--- config.mk ---
export PLATFORM = sky130hd
export DESIGN_NAME = key_highlight_sched
export DESIGN_NICKNAME = d
export VERILOG_FILES = /design/src/rtl/key_highlight_sched.sv
export SDC_FILE = /design/constraint.sdc
export NUM_CORES = 1
export LEC_CHECK = 0
export BUFFER_PORTS_ARGS = -buffer_cell sky130_fd_sc_hd__buf_2
export CAP_MARGIN = 0
export CORE_MARGIN = 5
export CORE_UTILIZATION = 61
export DETAILED_ROUTE_END_ITERATION = 6
export PLACE_DENSITY = 0.91
export SLEW_MARGIN = 15
export SYNTH_ARGS = -nofsm -noshare
export SYNTH_HDL_FRONTEND = slang
export SYNTH_SLANG_ARGS = --single-unit
--- constraint.sdc ---
create_clock -name clk_i -period 15.9 [get_ports clk_i]
set_clock_uncertainty 0.05 [all_clocks]
set_input_delay 2.385 -clock clk_i [delete_from_list [all_inputs] [get_ports clk_i]]
set_output_delay 2.385 -clock clk_i [all_outputs]
set_load 0.01 [all_outputs]
--- src/rtl/key_highlight_sched.sv ---
// ============================================================================
// key_highlight_sched -- frame-synchronous scheduler of up to MAX_ACT key highlights.  Rev 1.0
// ============================================================================
`default_nettype none

module key_highlight_sched #(
    parameter int N_KEYS      = 8,
    parameter int HOLD_FRAMES = 6,
    parameter int MAX_ACT     = 3
) (
    input  logic              clk_i,
    input  logic              rst_ni,
    input  logic              en_i,
    input  logic              vsync_i,
    input  logic [N_KEYS-1:0] key_req_i,
    output logic [N_KEYS-1:0] key_active_o,
    output logic [3:0]        active_cnt_o,
    output logic              busy_o,
    output logic [15:0]       frame_cnt_o
);

    localparam int            HW     = $clog2(HOLD_FRAMES + 1);
    localparam logic [HW-1:0] C_HOLD = HW'(HOLD_FRAMES);
    localparam logic [HW-1:0] C_ONE  = HW'(1);
    localparam logic [3:0]    C_MAX  = 4'(MAX_ACT);

    logic [N_KEYS-1:0]         ks1_q, ks2_q, ks3_q;
    logic                      vsync_q;
    logic [N_KEYS-1:0]         pending_q, pending_d;
    logic [N_KEYS-1:0]         active_q, active_d;
    logic [N_KEYS-1:0][HW-1:0] hold_q, hold_d;
    logic [3:0]                cnt_q, cnt_d;
    logic                      busy_q, busy_d;
    logic [15:0]               frame_q, frame_d;
    logic [N_KEYS-1:0]         press;
    logic                      tick;
    logic [3:0]                used;

    always_comb begin
        press     = ks2_q & ~ks3_q;
        tick      = vsync_i & ~vsync_q;
        active_d  = active_q;
        pending_d = pending_q;
        hold_d    = hold_q;
        frame_d   = frame_q;
        used      = '0;
        if (tick) begin
            // Refresh/expire active keys first so freed slots are grantable this tick.
            for (int i = 0; i < N_KEYS; i++) begin
                if (active_q[i]) begin
                    if (ks2_q[i]) begin
                        hold_d[i] = C_HOLD;
                    end else begin
                        if (hold_q[i] != '0) hold_d[i] = hold_q[i] - C_ONE;
                        if (hold_q[i] <= C_ONE) active_d[i] = 1'b0;
                    end
                    if (active_d[i] && pending_q[i]) begin
                        pending_d[i] = 1'b0;
                        hold_d[i]    = C_HOLD;
                    end
                end
            end
            used = 4'($countones(active_d));
            for (int i = 0; i < N_KEYS; i++) begin
                if (pending_q[i] && !active_d[i] && (used < C_MAX)) begin
                    active_d[i]  = 1'b1;
                    hold_d[i]    = C_HOLD;
                    pending_d[i] = 1'b0;
                    used         = used + 4'd1;
                end
            end
            frame_d = frame_q + 16'd1;
        end
        // A press landing on the tick edge waits for the following tick.
        pending_d = pending_d | press;
        cnt_d     = 4'($countones(active_d));
        busy_d    = (|pending_d) && (cnt_d == C_MAX);
    end

    always_ff @(posedge clk_i or negedge rst_ni) begin
        if (!rst_ni) begin
            ks1_q     <= '0;
            ks2_q     <= '0;
            ks3_q     <= '0;
            vsync_q   <= 1'b0;
            pending_q <= '0;
            active_q  <= '0;
            hold_q    <= '0;
            cnt_q     <= '0;
            busy_q    <= 1'b0;
            frame_q   <= '0;
        end else if (!en_i) begin
            ks1_q     <= '0;
            ks2_q     <= '0;
            ks3_q     <= '0;
            vsync_q   <= 1'b0;
            pending_q <= '0;
            active_q  <= '0;
            hold_q    <= '0;
            cnt_q     <= '0;
            busy_q    <= 1'b0;
            frame_q   <= '0;
        end else begin
            ks1_q     <= key_req_i;
            ks2_q     <= ks1_q;
            ks3_q     <= ks2_q;
            vsync_q   <= vsync_i;
            pending_q <= pending_d;
            active_q  <= active_d;
            hold_q    <= hold_d;
            cnt_q     <= cnt_d;
            busy_q    <= busy_d;
            frame_q   <= frame_d;
        end
    end

    assign key_active_o = active_q;
    assign active_cnt_o = cnt_q;
    assign busy_o       = busy_q;
    assign frame_cnt_o  = frame_q;

endmodule

`default_nettype wire

; ---- Word-level counts from Yosys, hierarchy flattened
; Cells that the tools add are included.
[totals]
ff_bits = 86
[op_classes]
n_addsub = 30
magnitude_cmp = 16
eq_ne = 18
n_mux = 148
bitwise = 5
reduce_logical = 50
[ops]
columns = operator, n
row1 = $mux 3, 40
row2 = $mux 1, 82
row3 = $mux 4, 15
row4 = $mux 8, 7
row5 = $mux 24, 2
row6 = $ne 5x1->1 const B, 8
row7 = $lt 4x2->1 const B, 8
row8 = $mux 16, 2
row9 = $add 4x1->4 const B, 7
row10 = $logic_and 1x1->1, 25
row11 = $le 3x1->1 const B, 8
row12 = $ne 3x1->1 const B, 8
row13 = $reduce_and 3->1, 8
row14 = $reduce_bool 3->1, 8
row15 = $sub 3x1->3 const B, 8
row16 = $add 1x1->2, 8
row17 = $add 16x1->16 const B, 1
row18 = $add 2x2->3, 4
row19 = $add 3x3->4, 2
row20 = $and 8x8->8, 1
row21 = $logic_not 1->1, 8
row22 = $not 8->8, 1
row23 = $or 8x8->8, 1
row24 = $reduce_or 8->1, 1
row25 = 4 further kinds, 4

; ---- Longest topological paths before layout
[logic_depth]
ltp_word = 48
mapped_depth = 60

; ---- Least setup slack after synthesis
; OpenSTA, ideal clock, no wires.
[synth_path]
kind = reg-to-reg
startpoint = reg hold_q[3] (netlist name)
endpoint = reg busy_q, in the netlist busy_o
arrival_time_ns = 12.398
slack_ns = 3.328
stages_incl_launch_ff = 57
cell_sequence = dfrtp_1 -> ha_1 -> nand2b_1 -> o21ai_0 -> fa_1 -> inv_1 -> fa_1 -> fa_1 -> inv_1 -> ha_1 -> inv_1 -> fa_1 -> inv_1 -> ha_1 -> and2b_1 -> o311ai_4 -> nor2_1 -> mux2_2 -> [21 not listed] -> xnor2_1 -> xnor2_1 -> ha_1 -> nand4b_1 -> xnor3_2 -> xnor3_2 -> ha_1 -> nand4b_1 -> a21o_1 -> a21o_1 -> nand2_1 -> fa_1 -> fa_1 -> ha_1 -> fa_1 -> and2_1 -> and3_1 -> o31a_1
[synth_between]
elab_chain_cells = 48
word_cells_on_any_way = 82
[synth_rtl]
columns = item, line
row1 = "start, declared", 31  ; logic [N_KEYS-1:0][HW-1:0] hold_q, hold_d;
row2 = "start signal, assigned", 110  ; hold_q <= hold_d;
row3 = $le 3x1->1 *, 55  ; if (hold_q[i] <= C_ONE) active_d[i] = 1'b0;
row4 = $mux 1 *, 55
row5 = $mux 1 *, 51  ; if (ks2_q[i]) begin
row6 = $mux 1 *, 50  ; if (active_q[i]) begin
row7 = $mux 1 *, 47  ; if (tick) begin
row8 = $mux 1, 50
row9 = $mux 1, 47
row10 = $add 1x1->2 (not written as such), 63  ; used = 4'($countones(active_d));
row11 = [32 not listed], --
row12 = $mux 1, 65  ; if (pending_q[i] && !active_d[i] && (used < C_MAX)) begin
row13 = $mux 8, 47
row14 = $add 1x1->2 (not written as such), 76  ; cnt_d = 4'($countones(active_d));
row15 = $add 2x2->3 (not written as such), 76
row16 = $add 3x3->4 (not written as such), 76
row17 = $eq 4x2->1, 77  ; busy_d = (|pending_d) && (cnt_d == C_MAX);
row18 = $logic_and 1x1->1 *, 77
row19 = $mux 1 *, 92  ; end else if (!en_i) begin
row20 = "end signal, assigned", 112  ; busy_q <= busy_d;
row21 = "end, declared", 33  ; logic busy_q, busy_d;
; Mark *: on every way between the ends. The rest lies on a longest branch, timed or not. The select of a mux whose other input is x is not followed.
; A chain may end at the register's enable or synchronous reset.

; ---- Final worst setup path
[layout_path]
startpoint = reg hold_q[0] (netlist name)
endpoint = reg busy_q, in the netlist busy_o
; The elaborated chain is that of the path after synthesis.

==> flow_summary.yaml <==
run_status:
  status: "complete, no violations"
setup_path:
  crit_top_cell: "ha_1"
  slowest_delay_ns: 0.53
  r2r_setup_slack_ns: 1.46
  end_kind: "flip-flop"
  slowest_stage: "nor2_1"
  crit_required_ns: 16.12
  timing.rr.end: "busy_o$_DFF_PN0_"
  rr_worst_depth: 55
  crit_path_start: "hold_q[0]$_DFFE_PN0P_"
  path_max_fanout: 8
  crit_arrival_ns: 14.66
  worst_setup_path_start_kind: "flip-flop"
  timing.rr.start: "hold_q[0]$_DFFE_PN0P_"
  worstSetupPathType: "flip-flop to flip-flop"
pwr:
  peakVddDrop_v: 0.0000638
  switching_power_mw: 0.145
  clock_power_share: 0.329
  p_int_mw: 0.320
  combPwrFrac: 0.171
  powerDensity_nw_per_um2: 80.5
  switching_share: 0.312
  p_leak_nw: 2.85
  power.share.sequential: 0.499
timing:
  relSlewSlack: 0.495
  finalCritPeriodShare: 0.908
  setup_violations: 0
  min_period_ns: 14.44
  finalSetupTns_ns: 0
  fmax_mhz: 69.2
  max_slew.worst_pin.slew_ns: 0.757
  drv_slew: 0
  setup_ws_ns: 1.46
  hold_viol_final: 0
  rsz0062_at_grt: "no"
routing:
  drtIter0Drc: 315
  wl_per_cell_um: 16.4
  wl_mm: 11.6
  vias: 4259
  postRouteAntennaNets: 0
  drcViolationCount: 0
  vias_per_cell: 6.00
  drtPass1Iterations: 5
final_layout:
  fin_cells: 710
  area.growth.synth_to_final_pct: 8.91
  multiInputGateArea_um2: 2910
  fillers: 645
  seqCellArea_um2: 2150
  nets: 655
  finish.utilization: 0.673
  antenna_cells: 0
  drive_gt1_frac: 0.153
synth:
  ys_ff_latch: 86
  synth_top_cell_by_area: "dfrtp_1"
  synth_edf_count: 0
  syn-cell-area_um2: 5310
  synth.area.top_cells: "dfrtp_1 41%, ha_1 9.0%, nor2_1 5.2%"
  avgSynthCellArea_um2: 9.51
  synth.distinct_cells: 65
  synthCells: 558
  ys.flop_type: "dfrtp_1"
  syn_nets: 616
  synth_top_area_share: 0.405
  yosysWarnings: 0
  ys_seq_area_frac: 0.405
  synthArstFlopShare: 1.00
min_path:
  holdPathEnd: "ks2_q[4]$_DFF_PN0_"
  hold_start: "ks1_q[4]$_DFF_PN0_"
  hold_class: "flip-flop to flip-flop"
  hold_depth: 1
floorplan:
  chipHeight_um: 103
  io_pins: 41
  rows: 34
  die_w_um: 103
  coreArea_um2: 8590
  start_util: 0.618
  die_area_um2: 10700
cts:
  ctsResizeCount: 0
  clock_latency_ns: 0.38
  cts_hold_buf: 0
  path_clk_slew_ns: 0.10
  cts_buffers: 9
  cts-root-buf: "clkbuf_8"
  cts_tree: "built"
  ctsHtreeMaxLevel: 3
  cts_setup_buffers: 0
  cts_num_sinks: 86
  clk_path_buf_depth: 2
global_route:
  grt_pass1_vias: 4262
  grt_pass1_wl_mm: 19.7
  grt_max_degree: 87
  antenna_found_initial: 0
  busiest_layer: "met2"
  use_met1: 0.298
  grtUsageMet3: 0.0463
  grt-ovfl-total: 0
  grt_usage: 0.237
  met2_usage: 0.399
place:
  io_buffers: 40
  dpl.hpwl_mm: 8.33
  dp_slack_ns: 1.93
  place_congestion: 0.942
  placed_cells: 694
flow_run:
  drv_cap: 0
cells by family (layout without fill, tap and decap cells):
kind of cell	Yosys count	count (layout)	share of synthesized area
AND/OR/NAND/NOR	217	217	0.203
flip-flops	86	86	0.405
adder cells (fa/ha/maj)	46	46	0.120
buffers and inverters	57	101	0.0460
multiplexers	5	5	0.0113
AO/OA/AOI/OAI	122	122	0.166
XOR/XNOR	25	25	0.0483
sequential cells by signal, summed over array words and instances, names as in the netlist:
name          flops
active_cnt_o      4
busy_o            1
frame_cnt_o      16
hold_q           24
key_active_o      8
ks1_q             8
ks2_q             8
ks3_q             8
pending_q         8
vsync_q           1
worst max-delay path, delay by kind of cell, from the launching register on:
kind | cells | cell delay [ns]
buffers and inverters | 5 | 0.38
XOR/XNOR | 6 | 1.64
adder cells (fa/ha/maj) | 16 | 4.91
multiplexers | 2 | 0.74
AND/OR/NAND/NOR | 14 | 3.36
AO/OA/AOI/OAI | 12 | 2.82
flip-flops | 1 | 0.43
routing by layer:
layer,part of all wire,vias up
met5,0,-
met4,0.033,0
met3,0.049,42
met2,0.50,157
met1,0.42,2075
li1,-,1985
layout by cell type (no fill, tap or decap), drive strengths merged, types with 5 or more instances in the layout:
cell    netlist  layout
fa            8       8
nor2         74      74
clkbuf       10       9
a211oi        6       6
or3           6       6
nand3        22      22
inv          43      47
o31a          5       5
nor2b        11      11
o221a         5       5
o31ai         9       9
xnor2         9       9
dfrtp        86      86
nand2b       12      12
nand2        40      40
and2         28      28
buf           4      42
a21o          8       8
o21ai        29      29
ha           38      38
a21oi        30      30
xor2         14      14
mux2          5       5
worst max path at each step:
| stage | cells after the start | end | slack (ns) |
|---|---|---|---|
| 2_1_floorplan | 56 | busy_o$_DFF_PN0_ | 3.33 |
| 3_3_place_gp | 56 | busy_o$_DFF_PN0_ | 2.65 |
| 3_5_place_dp | 55 | busy_o$_DFF_PN0_ | 1.93 |
| 4_1_cts | 55 | busy_o$_DFF_PN0_ | 1.70 |
| 5_1_grt | 58 | busy_o$_DFF_PN0_ | 0.84 |
| 6_report | 55 | busy_o$_DFF_PN0_ | 1.46 |
Yosys cell counts (all sizes together) (11+ instances only):
library cell,instances
o21ai,29
nor2b,11
nand2,40
dfrtp,86
and2,28
a21oi,30
ha,38
nand3,22
nor2,74
nand2b,12
xor2,14
inv,43
cell type report:
class / count / area share
sequential: 86 / 0.372
clock buffer: 9 / 0.0214
tap: 108 / 0.0234
multi-input combinational: 415 / 0.504
inverter: 43 / 0.0279
clock inverter: 7 / 0.0130
timing repair buffer: 42 / 0.0383
through the flow:
step	total power, mW	hold WS (ns)	instance area (um2)
floorplan	0.291	0.378	5310
global placement	0.309	0.383	5580
detailed placement	0.314	0.391	5580
CTS	0.467	0.402	5780
global route	0.486	0.420	5780
finish	0.466	0.402	5780
power groups by stage:
stage / logic, mW / registers (mW) / clock network [mW]
after floorplan: 0.0552 / 0.236 / 0
after global placement: 0.0729 / 0.236 / 0
after detailed placement: 0.0778 / 0.237 / 0
after CTS: 0.0790 / 0.232 / 0.155
after global routing: 0.0881 / 0.234 / 0.165
final: 0.0797 / 0.233 / 0.153
Power figures use the tool's default switching activity.
